`src/rtl/contador_passageiros_pkg.sv`:
```
// Shared definitions for the elevator occupancy counter: level codes,
// debounce filter state encoding and the occupancy-to-level decode.
package contador_passageiros_pkg;

    localparam logic [1:0] CAP_VAZIO    = 2'b00;
    localparam logic [1:0] CAP_BAIXA    = 2'b01;
    localparam logic [1:0] CAP_ALTA     = 2'b10;
    localparam logic [1:0] CAP_EXCEDIDA = 2'b11;

    typedef enum logic [2:0] {
        AGUARDA_REPOUSO = 3'd0,
        OCIOSO          = 3'd1,
        FILTRA_ALTA     = 3'd2,
        ATIVO           = 3'd3,
        FILTRA_BAIXA    = 3'd4
    } estado_filtro_t;

    // Half of the limit (integer division) splits the "low" and "high" bands.
    function automatic logic [1:0] decodifica_nivel(input int unsigned valor,
                                                    input int unsigned cap_max);
        logic [1:0] nivel;
        if (valor == 0)
            nivel = CAP_VAZIO;
        else if (valor <= cap_max / 2)
            nivel = CAP_BAIXA;
        else if (valor <= cap_max)
            nivel = CAP_ALTA;
        else
            nivel = CAP_EXCEDIDA;
        return nivel;
    endfunction

endpackage

```
`src/rtl/contador_passageiros_filtro_sensor.sv`:
```
// One door sensor conditioner: 2-FF synchronizer, debounce FSM and a
// single-cycle pulse when a stable high level is accepted.
module filtro_sensor
    import contador_passageiros_pkg::*;
#(
    parameter int DEBOUNCE_CICLOS = 4
) (
    input  logic clk,
    input  logic reset,
    input  logic sensor,
    output logic pulso
);

    localparam int CNT_W = $clog2(DEBOUNCE_CICLOS + 1);
    localparam logic [CNT_W-1:0] CNT_ULTIMO = CNT_W'(DEBOUNCE_CICLOS - 1);
    localparam logic [CNT_W-1:0] CNT_UM     = CNT_W'(1);
    localparam logic [CNT_W-1:0] CNT_ZERO   = '0;
    localparam bit AMOSTRA_UNICA = (DEBOUNCE_CICLOS == 1);

    logic sinc_a;
    logic sinc_b;

    estado_filtro_t estado;
    estado_filtro_t estado_prox;
    logic [CNT_W-1:0] cnt;
    logic [CNT_W-1:0] cnt_prox;
    logic pulso_prox;

    always_ff @(posedge clk) begin
        if (reset) begin
            sinc_a <= 1'b0;
            sinc_b <= 1'b0;
        end else begin
            sinc_a <= sensor;
            sinc_b <= sinc_a;
        end
    end

    always_ff @(posedge clk) begin
        if (reset) begin
            estado <= AGUARDA_REPOUSO;
            cnt    <= CNT_ZERO;
            pulso  <= 1'b0;
        end else begin
            estado <= estado_prox;
            cnt    <= cnt_prox;
            pulso  <= pulso_prox;
        end
    end

    // cnt holds how many consecutive qualifying samples have been seen,
    // including the one that caused entry into the current filter state.
    always_comb begin
        estado_prox = estado;
        cnt_prox    = cnt;
        pulso_prox  = 1'b0;
        unique case (estado)
            AGUARDA_REPOUSO: begin
                if (sinc_b) begin
                    cnt_prox = CNT_ZERO;
                end else if (cnt == CNT_ULTIMO) begin
                    estado_prox = OCIOSO;
                    cnt_prox    = CNT_ZERO;
                end else begin
                    cnt_prox = cnt + CNT_UM;
                end
            end
            OCIOSO: begin
                if (sinc_b) begin
                    if (AMOSTRA_UNICA) begin
                        estado_prox = ATIVO;
                        pulso_prox  = 1'b1;
                    end else begin
                        estado_prox = FILTRA_ALTA;
                        cnt_prox    = CNT_UM;
                    end
                end
            end
            FILTRA_ALTA: begin
                if (!sinc_b) begin
                    estado_prox = OCIOSO;
                    cnt_prox    = CNT_ZERO;
                end else if (cnt == CNT_ULTIMO) begin
                    estado_prox = ATIVO;
                    cnt_prox    = CNT_ZERO;
                    pulso_prox  = 1'b1;
                end else begin
                    cnt_prox = cnt + CNT_UM;
                end
            end
            ATIVO: begin
                if (!sinc_b) begin
                    if (AMOSTRA_UNICA) begin
                        estado_prox = OCIOSO;
                    end else begin
                        estado_prox = FILTRA_BAIXA;
                        cnt_prox    = CNT_UM;
                    end
                end
            end
            FILTRA_BAIXA: begin
                if (sinc_b) begin
                    estado_prox = ATIVO;
                    cnt_prox    = CNT_ZERO;
                end else if (cnt == CNT_ULTIMO) begin
                    estado_prox = OCIOSO;
                    cnt_prox    = CNT_ZERO;
                end else begin
                    cnt_prox = cnt + CNT_UM;
                end
            end
            default: begin
                estado_prox = AGUARDA_REPOUSO;
                cnt_prox    = CNT_ZERO;
            end
        endcase
    end

endmodule

```
`src/rtl/contador_passageiros.sv`:
```
// Elevator occupancy counter: filters entry/exit sensors, keeps a saturating
// occupant count, a sticky error flag and a registered capacity level code.
module contador_passageiros
    import contador_passageiros_pkg::*;
#(
    parameter int CAP_MAX         = 8,
    parameter int CONT_MAX        = 15,
    parameter int CONT_W          = 4,
    parameter int DEBOUNCE_CICLOS = 4
) (
    input  logic              clk,
    input  logic              reset,
    input  logic              sensor_entrada,
    input  logic              sensor_saida,
    input  logic              porta_aberta,
    input  logic              limpar_erro,
    output logic [CONT_W-1:0] ocupacao,
    output logic [1:0]        capacidade_atual,
    output logic              erro_contagem
);

    localparam logic [CONT_W-1:0] LIMITE = CONT_W'(CONT_MAX);
    localparam logic [CONT_W-1:0] UM     = CONT_W'(1);
    localparam logic [CONT_W-1:0] ZERO   = '0;

    logic pulso_entrada;
    logic pulso_saida;
    logic [CONT_W-1:0] ocupacao_prox;
    logic erro_evento;
    logic [1:0] nivel_prox;

    filtro_sensor #(
        .DEBOUNCE_CICLOS(DEBOUNCE_CICLOS)
    ) u_filtro_entrada (
        .clk   (clk),
        .reset (reset),
        .sensor(sensor_entrada),
        .pulso (pulso_entrada)
    );

    filtro_sensor #(
        .DEBOUNCE_CICLOS(DEBOUNCE_CICLOS)
    ) u_filtro_saida (
        .clk   (clk),
        .reset (reset),
        .sensor(sensor_saida),
        .pulso (pulso_saida)
    );

    // Any event seen with the door closed is suspicious: count nothing, flag it.
    always_comb begin
        ocupacao_prox = ocupacao;
        erro_evento   = 1'b0;
        if (pulso_entrada || pulso_saida) begin
            if (!porta_aberta) begin
                erro_evento = 1'b1;
            end else begin
                unique case ({pulso_entrada, pulso_saida})
                    2'b10: begin
                        if (ocupacao == LIMITE)
                            erro_evento = 1'b1;
                        else
                            ocupacao_prox = ocupacao + UM;
                    end
                    2'b01: begin
                        if (ocupacao == ZERO)
                            erro_evento = 1'b1;
                        else
                            ocupacao_prox = ocupacao - UM;
                    end
                    default: ocupacao_prox = ocupacao;
                endcase
            end
        end
    end

    always_comb begin
        nivel_prox = decodifica_nivel(32'(ocupacao), CAP_MAX);
    end

    // A new error in the same cycle as a clear request must survive the clear.
    always_ff @(posedge clk) begin
        if (reset) begin
            ocupacao         <= ZERO;
            capacidade_atual <= CAP_VAZIO;
            erro_contagem    <= 1'b0;
        end else begin
            ocupacao         <= ocupacao_prox;
            capacidade_atual <= nivel_prox;
            erro_contagem    <= erro_evento | (erro_contagem & ~limpar_erro);
        end
    end

endmodule
```
`config.mk`:
```
export PLATFORM = sky130hd
export DESIGN_NAME = contador_passageiros
export DESIGN_NICKNAME = d
export VERILOG_FILES = /design/src/rtl/contador_passageiros_pkg.sv /design/src/rtl/contador_passageiros_filtro_sensor.sv /design/src/rtl/contador_passageiros.sv
export SDC_FILE = /design/constraint.sdc
export NUM_CORES = 1
export LEC_CHECK = 0
export BUFFER_PORTS_ARGS = -buffer_cell sky130_fd_sc_hd__buf_2
export CAP_MARGIN = 20
export CORE_MARGIN = 2
export CORE_UTILIZATION = 55
export CTS_CLUSTER_SIZE = 12
export DETAILED_ROUTE_END_ITERATION = 7
export GPL_ROUTABILITY_DRIVEN = 1
export PLACE_DENSITY_LB_ADDON = 0.05
export RECOVER_POWER = 25
export SLEW_MARGIN = 10
export SYNTH_ARGS = -nofsm -noshare
export SYNTH_HDL_FRONTEND = slang
export SYNTH_SLANG_ARGS = --single-unit
```
`constraint.sdc`:
```
create_clock -name clk -period 3.77 [get_ports clk]
set_clock_uncertainty 0.15 [all_clocks]
set_input_delay 0.754 -clock clk [delete_from_list [all_inputs] [get_ports clk]]
set_output_delay 0.754 -clock clk [all_outputs]
set_load 0.02 [all_outputs]
```
==> reports/results.txt, run 1 <==
Tcrit/Tclk final -> 58.1%
CP cell instances -> clkbuf_1, clkinv_1, nand3_1, o31ai_1
Clock transition at path regs -> 0.13 ns
GP Congestion -> 0.785
Cells on worst reg2reg path -> 7
Post-Route Setup TNS -> 0 ns
Crit path from -> reset
Io pins -> 13
R2r startpoint -> u_filtro_entrada.pulso
Multi-input gate area -> 753 sq um
Synth Area in Adders -> 7.96%
RSZ-0062 raised after global routing -> no
Synthesized flop and latch total -> 25
Stages on worst setup path -> 4
Family with the most delay on the worst path -> buffers and inverters
Syn_area_per_cell -> 8.45 sq um
Biggest cell delay along the critical path -> 0.63 ns
Cell Area, Synth -> 0.00135 sq mm
Sequential cell area -> 500 sq um
Final worst slack -> 1.58 ns
Worst EP arrival -> 2.22 ns
DR top layer -> met4
Vias in the first global route -> 959
Post-synth cell types -> 36
Die Wd -> 53.6 um
Highest clock rate -> 0.457 GHz
Final hold violations -> 0
Area growth syn-to-layout -> 5.28%
Final HPWL DP -> 1700 um
Post-layout min period -> 2.19 ns
Avg WL per Cell -> 12.3 um
Critical-path top delay cell -> clkbuf_1
Mux share of post-synthesis cell area -> 0.833%
Root buf cell -> clkbuf_4
R2r setup slk -> 1.68 ns
CTS Sinks -> 25
Xor/xnor share of the synthesized area -> 3.24%
Clock Power Share -> 25.1%
GR Util All Layers -> 19.7%
Final setup viols -> 0
CTS tree -> built
Syn nets -> 174
Gr ovfl total -> 0
Required @ worst endpoint -> 3.80 ns
Setup Crit Path Kind -> in -> reg
Starting Density -> 59.4%
HP Class -> reg -> reg
Main flop type after synthesis -> dfxtp_1
EDFF count, synth -> 0
Tightest hold margin -> 0.302 ns
Clk buf depth -> 2
Total CTS buffers -> 3
DP Worst Slack -> 1.71 ns
Met2 Wirelength -> 1060 um
WL final -> 2380 um
Crit path to -> u_filtro_entrada.cnt[0]
Register area share after synthesis -> 37.0%
Gate power share -> 14.9%
Worst setup SP type -> input port
Worst slew pin tran -> 0.868 ns
1st-pass router iterations -> 3
Power Density -> 344 mW/mm^2
Max-slew violations -> 0
Site row count -> 17
Switching part of the total power -> 27.5%
Status -> finished, final reports clean
Relative slew margins -> 42.1%
MaxCap Viol Count -> 0
H-Tree Depth -> 1
Worst-Skew Late Latency -> 0.33 ns
Final Util -> 62.5%
Core Footprint -> 0.00228 sq mm
Hold-fix buffers, CTS -> 0
Peak supply drop -> 353 uV
Largest family of logic cells by synthesized area -> simple AND/OR/NAND/NOR gates
Post-route ant nets -> 0
Compound-gate portion of the synthesized area -> 20.4%
Largest net degree at the start of global routing -> 21
Fill count -> 190
Layout cell share with drive strength beyond 1 -> 13.3%
Critical Path End Type -> flop
Die Y-Extent -> 53.6 um
Total power -> 489 uW
Drt drc -> 0
Post_cts resized -> 0
Asr flop ratio synth -> 0%
Simple-gate area share of the yosys netlist -> 23.3%
Leak -> 0.000546 uW
Die Area -> 0.00287 sq mm
Via count -> 1086
ANT cells -> 0
Detail Route met3 WL -> 66 um
WP buf/inv -> 2
Vias per cell -> 5.63
CP max FO -> 20
M1 WL -> 1240 um
1st-iter DRT viols -> 25
Seq pwr share -> 60.0%
Initial antenna violation count -> 0
Nets -> 180
Switch Pwr -> 134 uW
Setup Buffers After CTS -> 0
Synth Instances -> 160
Int Pwr -> 354 uW
First-pass GRT wire length -> 4110 um
Reg2Reg Capture Point -> ocupacao[3]
Port Buffers -> 12
Number of synthesis warnings -> 0
==> routing by layer <==
metal | up-vias | global-route usage (%)
li1 | 572 | -
met3 | 2 | 5.83
met4 | 0 | 3.85
met1 | 501 | 25.0
met5 | - | 0
met2 | 11 | 33.1
==> sequential cells by signal, indices dropped and copies added (netlist names) <==
signal and count:
capacidade_atual 2, erro_contagem 1, ocupacao 4, u_filtro_entrada.cnt 3
u_filtro_entrada.estado 3, u_filtro_entrada.pulso 1, u_filtro_entrada.sinc_a 1, u_filtro_entrada.sinc_b 1
u_filtro_saida.cnt 3, u_filtro_saida.estado 3, u_filtro_saida.pulso 1, u_filtro_saida.sinc_a 1
u_filtro_saida.sinc_b 1
==> power groups by stage <==
stage	clock [uW]	combinational, uW	sequential (uW)
after floorplan	0	65.5	291
after global placement	0	68.9	298
after detailed placement	0	72.6	299
after CTS	128	73.1	293
after global routing	141	84.5	296
final	123	72.6	293
==> per-stage QoR <==
stage	cells	cell area [sq um]
floorplan	160	1350
CTS	193	1420
global placement	189	1390
finish	193	1420
detailed placement	189	1390
global route	193	1420
==> worst register-to-register path: cells and delay by family (launching register included) <==
kind	cells	cell delay (ns)
buffers and inverters	1	0.06
AOI/OAI and AO/OA	2	0.30
muxes	1	0.34
DFF	1	0.36
adders and majority gates	2	0.57
and+or+nand+nor	1	0.22
==> cell usage after synthesis (3+ instances only) <==
cell type / n / area share [%]
dfxtp_1: 25 / 37
nor2_1: 16 / 4.4
o21ai_0: 12 / 4.4
inv_1: 11 / 3.1
a21oi_1: 10 / 3.7
nor2b_1: 10 / 4.6
clkbuf_1: 9 / 2.5
ha_1: 7 / 6.5
nand2_1: 6 / 1.7
and3_1: 5 / 2.3
a32oi_1: 4 / 2.6
nand3_1: 4 / 1.5
nor3_1: 4 / 1.5
xnor2_1: 4 / 2.6
or3_2: 3 / 1.7
==> layout make-up <==
type,instances,area share (%)
inverter,12,3.17
tap,28,2.46
multi-input combinational,112,52.9
timing repair buffer,12,4.13
sequential,25,35.2
clock buffer,3,1.58
clock inverter,1,0.528
==> cells by family after synthesis <==
family	count (synthesis)
AOI/OAI and AO/OA	40
buffers and inverters	23
adders and majority gates	8
and+or+nand+nor	58
xor gates and xnor gates	5
muxes	1
DFF	25
==> worst min path at each step <==
| stage | slack [ns] | from | to | depth (start not counted) |
|---|---|---|---|---|
| 2_1_floorplan | 0.26 | u_filtro_entrada.sinc_a | u_filtro_entrada.sinc_b | 1 |
| 3_3_place_gp | 0.27 | u_filtro_saida.sinc_a | u_filtro_saida.sinc_b | 1 |
| 3_5_place_dp | 0.28 | u_filtro_saida.sinc_a | u_filtro_saida.sinc_b | 1 |
| 4_1_cts | 0.31 | u_filtro_saida.sinc_a | u_filtro_saida.sinc_b | 1 |
| 5_1_grt | 0.32 | u_filtro_saida.sinc_a | u_filtro_saida.sinc_b | 1 |
| 6_report | 0.30 | u_filtro_saida.sinc_a | u_filtro_saida.sinc_b | 1 |
==> cells in the final DEF (no fill, tap or decap), types with 2 or more instances in the layout <==
cell,instances
nand3b_1,2
xnor2_1,4
nand2_1,6
nand3_1,4
clkbuf_4,3
o2111a_1,2
a31oi_1,2
nor4_1,2
inv_1,11
ha_1,7
nor2_1,16
or3_2,3
and2_1,2
and3_1,5
a21oi_1,10
buf_2,11
dfxtp_1,25
a32oi_1,4
a2bb2oi_1,2
o21ai_0,12
o211ai_1,2
nand2b_1,2
o31ai_1,2
nor3_1,4
nor2b_1,10
Note: power is estimated with default switching activity, not from simulation.
==> inputs of run 2 (changes only) <==
==> constraint.sdc (replaced) <==
create_clock -name clk -period 2.1 [get_ports clk]
set_clock_uncertainty 0.15 [all_clocks]
set_input_delay 0.42 -clock clk [delete_from_list [all_inputs] [get_ports clk]]
set_output_delay 0.42 -clock clk [all_outputs]
set_load 0.02 [all_outputs]
==> run 2 against run 1 <==
Register-to-register slack worse by 1.6 ns. First-iteration DRC count is 32% lower. Worst hold slack worse by 0.19 ns. Critical endpoint is now ocupacao[2]. Critical path type is now reg -> reg.
==> reports/results.txt, run 2 (synthesis gave the netlist of run 1 again) <==
Global routing's busiest layer -> met2
Area growth syn-to-layout -> 9.07%
Post-layout min period -> 2.03 ns
RSZ-0062 raised after global routing -> no
Gr ovfl total -> 0 (unchanged)
Avg WL per Cell -> 12.9 um (+4.3%)
CTS tree -> built
CP max FO -> 4 (-80%)
First-pass GRT wire length -> 4330 um (+5.2%)
MaxCap Viol Count -> 0 (unchanged)
Port Buffers -> 12 (unchanged)
Total CTS buffers -> 3 (unchanged)
Relative slew margins -> 66.8% (+25 points)
Die Area -> 0.00287 sq mm (unchanged)
Die Y-Extent -> 53.6 um (unchanged)
Vias per cell -> 5.72 (+1.6%)
Required @ worst endpoint -> 2.21 ns (-1.59 ns)
Worst slew pin tran -> 0.496 ns (-0.372 ns)
Leak -> 0.000559 uW (+2.4%)
Setup Crit Path Kind -> reg -> reg
GR Layer Usage met2 -> 37.0% (+3.9 points)
Clock transition at path regs -> 0.14 ns (about the same)
GR Layer Usage met1 -> 24.2% (-0.83 points)
CTS Sinks -> 25 (unchanged)
Status -> finished, final reports clean
Via count -> 1121 (+3.2%)
Peak supply drop -> 502 uV (+42%)
Reg2Reg Capture Point -> ocupacao[2]
Final HPWL DP -> 1790 um (+5.3%)
Vias in the first global route -> 1039 (+8.3%)
Io pins -> 13 (unchanged)
Post-Layout Inst Area -> 0.00147 sq mm (+3.6%)
Final hold violations -> 0 (unchanged)
Placed Cells -> 192 (+1.6%)
Most frequent cells in the layout -> dfxtp_1 (25), nor2_1 (16), o21ai_0 (12)
Hold Crit Endpoint -> erro_contagem
Drt drc -> 0 (unchanged)
Initial antenna violation count -> 0 (unchanged)
Site row count -> 17 (unchanged)
Hold-fix buffers, CTS -> 0 (unchanged)
Core Footprint -> 0.00228 sq mm (unchanged)
Final setup viols -> 0 (unchanged)
Starting Density -> 59.4% (unchanged)
Finished Layout Cells -> 196 (+1.6%)
Cell Area, Placed -> 0.00142 sq mm (+1.6%)
1st-iter DRT viols -> 17 (-32%)
Max-slew violations -> 0 (unchanged)
Fill count -> 204 (+7.4%)
1st-pass router iterations -> 4 (+1)
R2r startpoint -> u_filtro_entrada.pulso
Worst-Skew Late Latency -> 0.32 ns (about the same)
Post-route ant nets -> 0 (unchanged)
Commonest non-fill, non-tap cell in the layout -> dfxtp_1
Tcrit/Tclk final -> 96.8%
Worst Hold Launch -> limpar_erro
Max reg flops -> 4 (unchanged)
Nets -> 183 (+1.7%)
Root buf cell -> clkbuf_4
WL final -> 2520 um (+6.0%)
R2r setup slk -> 0.07 ns (-1.61 ns)
Hold path depth -> 2 (+1)
Worst EP arrival -> 2.14 ns (-0.08 ns)
GP Congestion -> 0.827 (+5.4%)
HP Class -> in -> reg
M3 GR Usage -> 5.00% (-0.83 points)
Die Wd -> 53.6 um (unchanged)
Critical Path End Type -> flop
Layout cell share with drive strength beyond 1 -> 16.7% (+3.3 points)
ANT cells -> 0 (unchanged)
Worst setup SP type -> flop
Most flop-heavy register -> ocupacao
Highest clock rate -> 0.492 GHz
Power Density -> 592 mW/mm^2 (+72%)
Clk buf depth -> 2 (unchanged)
GR Util All Layers -> 20.3% (+0.66 points)
H-Tree Depth -> 1 (unchanged)
Largest net degree at the start of global routing -> 20 (-4.8%)
Cells on worst reg2reg path -> 7 (unchanged)
## run 2: how the worst max path moves through the flow
stage / start / to / slack (ns) / cells after the start
2_1_floorplan: ocupacao[0] / ocupacao[2] / 0.09 / 6
3_3_place_gp: u_filtro_entrada.pulso / ocupacao[3] / 0.09 / 7
3_5_place_dp: u_filtro_entrada.pulso / ocupacao[3] / -0.005 / 7
4_1_cts: u_filtro_entrada.pulso / ocupacao[3] / 0.01 / 7
5_1_grt: u_filtro_entrada.pulso / ocupacao[2] / 0.003 / 7
6_report: u_filtro_entrada.pulso / ocupacao[2] / 0.07 / 7
## run 2: worst max-delay path, stage by stage, from the launching register on
cell and delay, ns:
dfxtp_1 0.34, inv_1 0.11, ha_4 0.18, inv_1 0.06
fa_1 0.38, xor2_1 0.18, or3_2 0.41, a21oi_1 0.16
## run 2: routing by layer
metal / vias up / share of wire, % / wire [um]
li1: 574 / - / -
met1: 515 / 48 / 1200
met2: 30 / 47 / 1200
met3: 2 / 4.4 / 110
met4: 0 / 0.56 / 14
met5: - / 0 / 0
## run 2: cell type report
class | count | area (sq um) | area share (%)
multi-input cells | 112 | 782 | 53.1
flip-flops and latches | 25 | 500 | 34.0
repair buffers | 15 | 81.3 | 5.52
inverters | 12 | 45.0 | 3.06
well taps | 28 | 35.0 | 2.38
clock buffers | 3 | 22.5 | 1.53
clock inverters | 1 | 7.51 | 0.509
## run 2: timing repair
| action | in CTS | in global routing |
|---|---|---|
| endpoints found under the hold margin | 0 | 0 |
| endpoints found under the setup margin | 1 | 3 |
| buffers inserted | 0 | 0 |
| pin swaps | 0 | 0 |
| resized for setup | 1 | 3 |
## run 2: power by group
part           total (uW)  switching (uW)  internal [uW]
Sequential            525            23.9            501
Combinational         128            65.4           62.8
Clock                 220             147           72.8
Total                 873             236            637
## run 2: through the flow
step                setup TNS (ns)  setup slack (ns)  utilization, %  total power [uW]  hold WS (ns)
floorplan                        0            0.0855               -               640         0.264
global placement                 0            0.0923            62.2               659         0.272
CTS                              0            0.0115            63.7               890        0.0984
global route                     0           0.00268            64.8               928        0.0874
detailed placement        -0.00453          -0.00453            62.2               665         0.278
finish                           0            0.0671            64.8               873         0.112
==> inputs of run 3 (changes only) <==
--- a/config.mk
+++ b/config.mk
@@ -7,8 +7,10 @@
 export LEC_CHECK = 0
 export BUFFER_PORTS_ARGS = -buffer_cell sky130_fd_sc_hd__buf_2
 export CAP_MARGIN = 20
+export CELL_PAD_IN_SITES_DETAIL_PLACEMENT = 0
+export CELL_PAD_IN_SITES_GLOBAL_PLACEMENT = 1
 export CORE_MARGIN = 2
-export CORE_UTILIZATION = 55
+export CORE_UTILIZATION = 43
 export CTS_CLUSTER_SIZE = 12
 export DETAILED_ROUTE_END_ITERATION = 7
 export GPL_ROUTABILITY_DRIVEN = 1
==> run 3 against run 2 <==
Combinational power about the same. First-iteration DRC count rose by 76%. Clock power is 2% lower. Sequential power hardly changed. Global-route usage down 3.4 points. Non-clock buffer count unchanged. Critical path depth stayed put. Final area up 1.1%. Die area increased by 26%. Largest power group unchanged. Setup slack better by 0.054 ns.
==> reports/results.txt, run 3 (synthesis gave the netlist of run 1 again) <==
Die Y-Extent -> 60.1 um (+12%)
Final HPWL DP -> 1860 um (+4.0%)
Setup Crit Path Kind -> reg -> reg
Drt drc -> 0 (unchanged)
Vias in the first global route -> 1047 (+0.77%)
Fill count -> 321 (+57%)
Setup Buffers After CTS -> 0 (unchanged)
Hold-fix buffers, CTS -> 0 (unchanged)
Peak supply drop -> 218 uV (-56%)
Post-Route Setup TNS -> 0 ns (unchanged)
Vias per cell -> 5.35 (-6.4%)
Io pins -> 13 (unchanged)
H-Tree Depth -> 1 (unchanged)
Root buf cell -> clkbuf_4
Starting Density -> 44.6% (-15 points)
Final Util -> 49.2% (-16 points)
Max-slew violations -> 0 (unchanged)
Commonest non-fill, non-tap cell in the layout -> dfxtp_1
Avg WL per Cell -> 12.3 um (-4.2%)
Worst setup SP type -> flop
Area growth syn-to-layout -> 10.3%
Layout cell share with drive strength beyond 1 -> 16.1% (-0.60 points)
GP Congestion -> 0.763 (-7.7%)
ANT cells -> 0 (unchanged)
Worst Hold Launch -> limpar_erro
Die Wd -> 60.1 um (+12%)
Relative slew margins -> 67.6% (+0.79 points)
Max reg flops -> 4 (unchanged)
1st-pass router iterations -> 5 (+1)
Leak -> 0.000560 uW (+0.19%)
Via count -> 1135 (+1.2%)
MaxCap Viol Count -> 0 (unchanged)
Critical Path End Type -> flop
Worst-Skew Late Latency -> 0.31 ns (about the same)
CP max FO -> 4 (unchanged)
Highest clock rate -> 0.505 GHz (+2.7%)
Most frequent cells in the layout -> dfxtp_1 (25), nor2_1 (16), o21ai_0 (12)
Final hold violations -> 0 (unchanged)
Clock transition at path regs -> 0.14 ns (about the same)
First-pass GRT wire length -> 4580 um (+5.9%)
Crit path from -> u_filtro_entrada.pulso
Tcrit/Tclk final -> 94.2% (-2.6 points)
Core Footprint -> 0.00303 sq mm (+33%)
Clk buf depth -> 2 (unchanged)
HP Class -> in -> reg
Worst slew pin tran -> 0.484 ns (-0.0119 ns)
Reg2Reg Capture Point -> ocupacao[2]
Final worst slack -> 0.121 ns (+0.0539 ns)
Initial antenna violation count -> 0 (unchanged)
R2r setup slk -> 0.12 ns (+0.05 ns)
Required @ worst endpoint -> 2.21 ns (about the same)
Multi-input gate area -> 782 sq um (unchanged)
RSZ-0062 raised after global routing -> no
Gr ovfl total -> 0 (unchanged)
Final setup viols -> 0 (unchanged)
Die Area -> 0.00361 sq mm (+26%)
Site row count -> 20 (+3)
CTS tree -> built
Cells on worst reg2reg path -> 7 (unchanged)
R2r startpoint -> u_filtro_entrada.pulso
GR Util All Layers -> 16.9% (-3.4 points)
Sequential cell area -> 500 sq um (unchanged)
DP Worst Slack -> 0.0202 ns (+0.0247 ns)
Hold path depth -> 2 (unchanged)
Total CTS buffers -> 3 (unchanged)
Post-route ant nets -> 0 (unchanged)
Status -> finished, final reports clean
1st-iter DRT viols -> 30 (+13)
Most flop-heavy register -> ocupacao
CTS Sinks -> 25 (unchanged)
Nets -> 183 (unchanged)
Hold Crit Endpoint -> erro_contagem
Largest net degree at the start of global routing -> 20 (unchanged)
WL final -> 2610 um (+3.6%)
Worst EP arrival -> 2.09 ns (-0.05 ns)
Power Density -> 586 mW/mm^2 (-1.2%)
Post-layout min period -> 1.98 ns (-0.0539 ns)
Port Buffers -> 12 (unchanged)
==> run 3: metal layers <==
metal,global-route usage [%],part of all wire (%),vias up,wire [um]
li1,-,-,573,-
met1,21.1,50,545,1320
met2,28.9,46,15,1210
met3,3.46,2.7,2,70
met4,5.71,0.69,0,18
met5,0,0,-,0
==> run 3: final cells by class <==
cell class | instances | area share [%]
Timing Repair Buffer | 15 | 5.46
Tap cell | 44 | 3.69
Inverter | 12 | 3.02
Sequential cell | 25 | 33.6
Clock buffer | 4 | 1.76
Multi-Input combinational cell | 112 | 52.5
==> run 3: per-stage QoR <==
| stage | instance area (sq um) | total power, uW | std cells | hold WS, ns |
|---|---|---|---|---|
| 4_1_cts | 1470 | 885 | 212 | 0.123 |
| 3_3_place_gp | 1440 | 662 | 208 | 0.271 |
| 5_1_grt | 1490 | 934 | 212 | 0.122 |
| 3_5_place_dp | 1440 | 667 | 208 | 0.278 |
| 6_report | 1490 | 873 | 212 | 0.141 |
| 2_1_floorplan | 1350 | 640 | 160 | 0.264 |
==> run 3: how the worst max path moves through the flow <==
stage,depth (start not counted),to,slack [ns]
after CTS,7,ocupacao[3],0.03
final,7,ocupacao[2],0.12
after floorplan,6,ocupacao[2],0.09
after global routing,7,ocupacao[2],0.01
after global placement,7,ocupacao[3],0.08
after detailed placement,7,ocupacao[3],0.02
==> run 3: power breakdown <==
part / internal, uW / switching, uW
registers: 501 / 25.0
logic: 62.8 / 66.9
clock network: 74.2 / 142
==> run 3: timing repair <==
action,4_1_cts,5_1_grt
pin swaps,0,0
gates cloned,0,0
gates resized for setup,1,3
endpoints found under the hold margin,0,0
endpoints found under the setup margin,1,3
==> run 3: critical path, stage by stage (launching register included) <==
cell and delay [ns]:
dfxtp_1 0.34, inv_1 0.12, ha_4 0.18, inv_1 0.06
fa_1 0.38, xor2_1 0.16, or3_2 0.40, a21oi_1 0.14
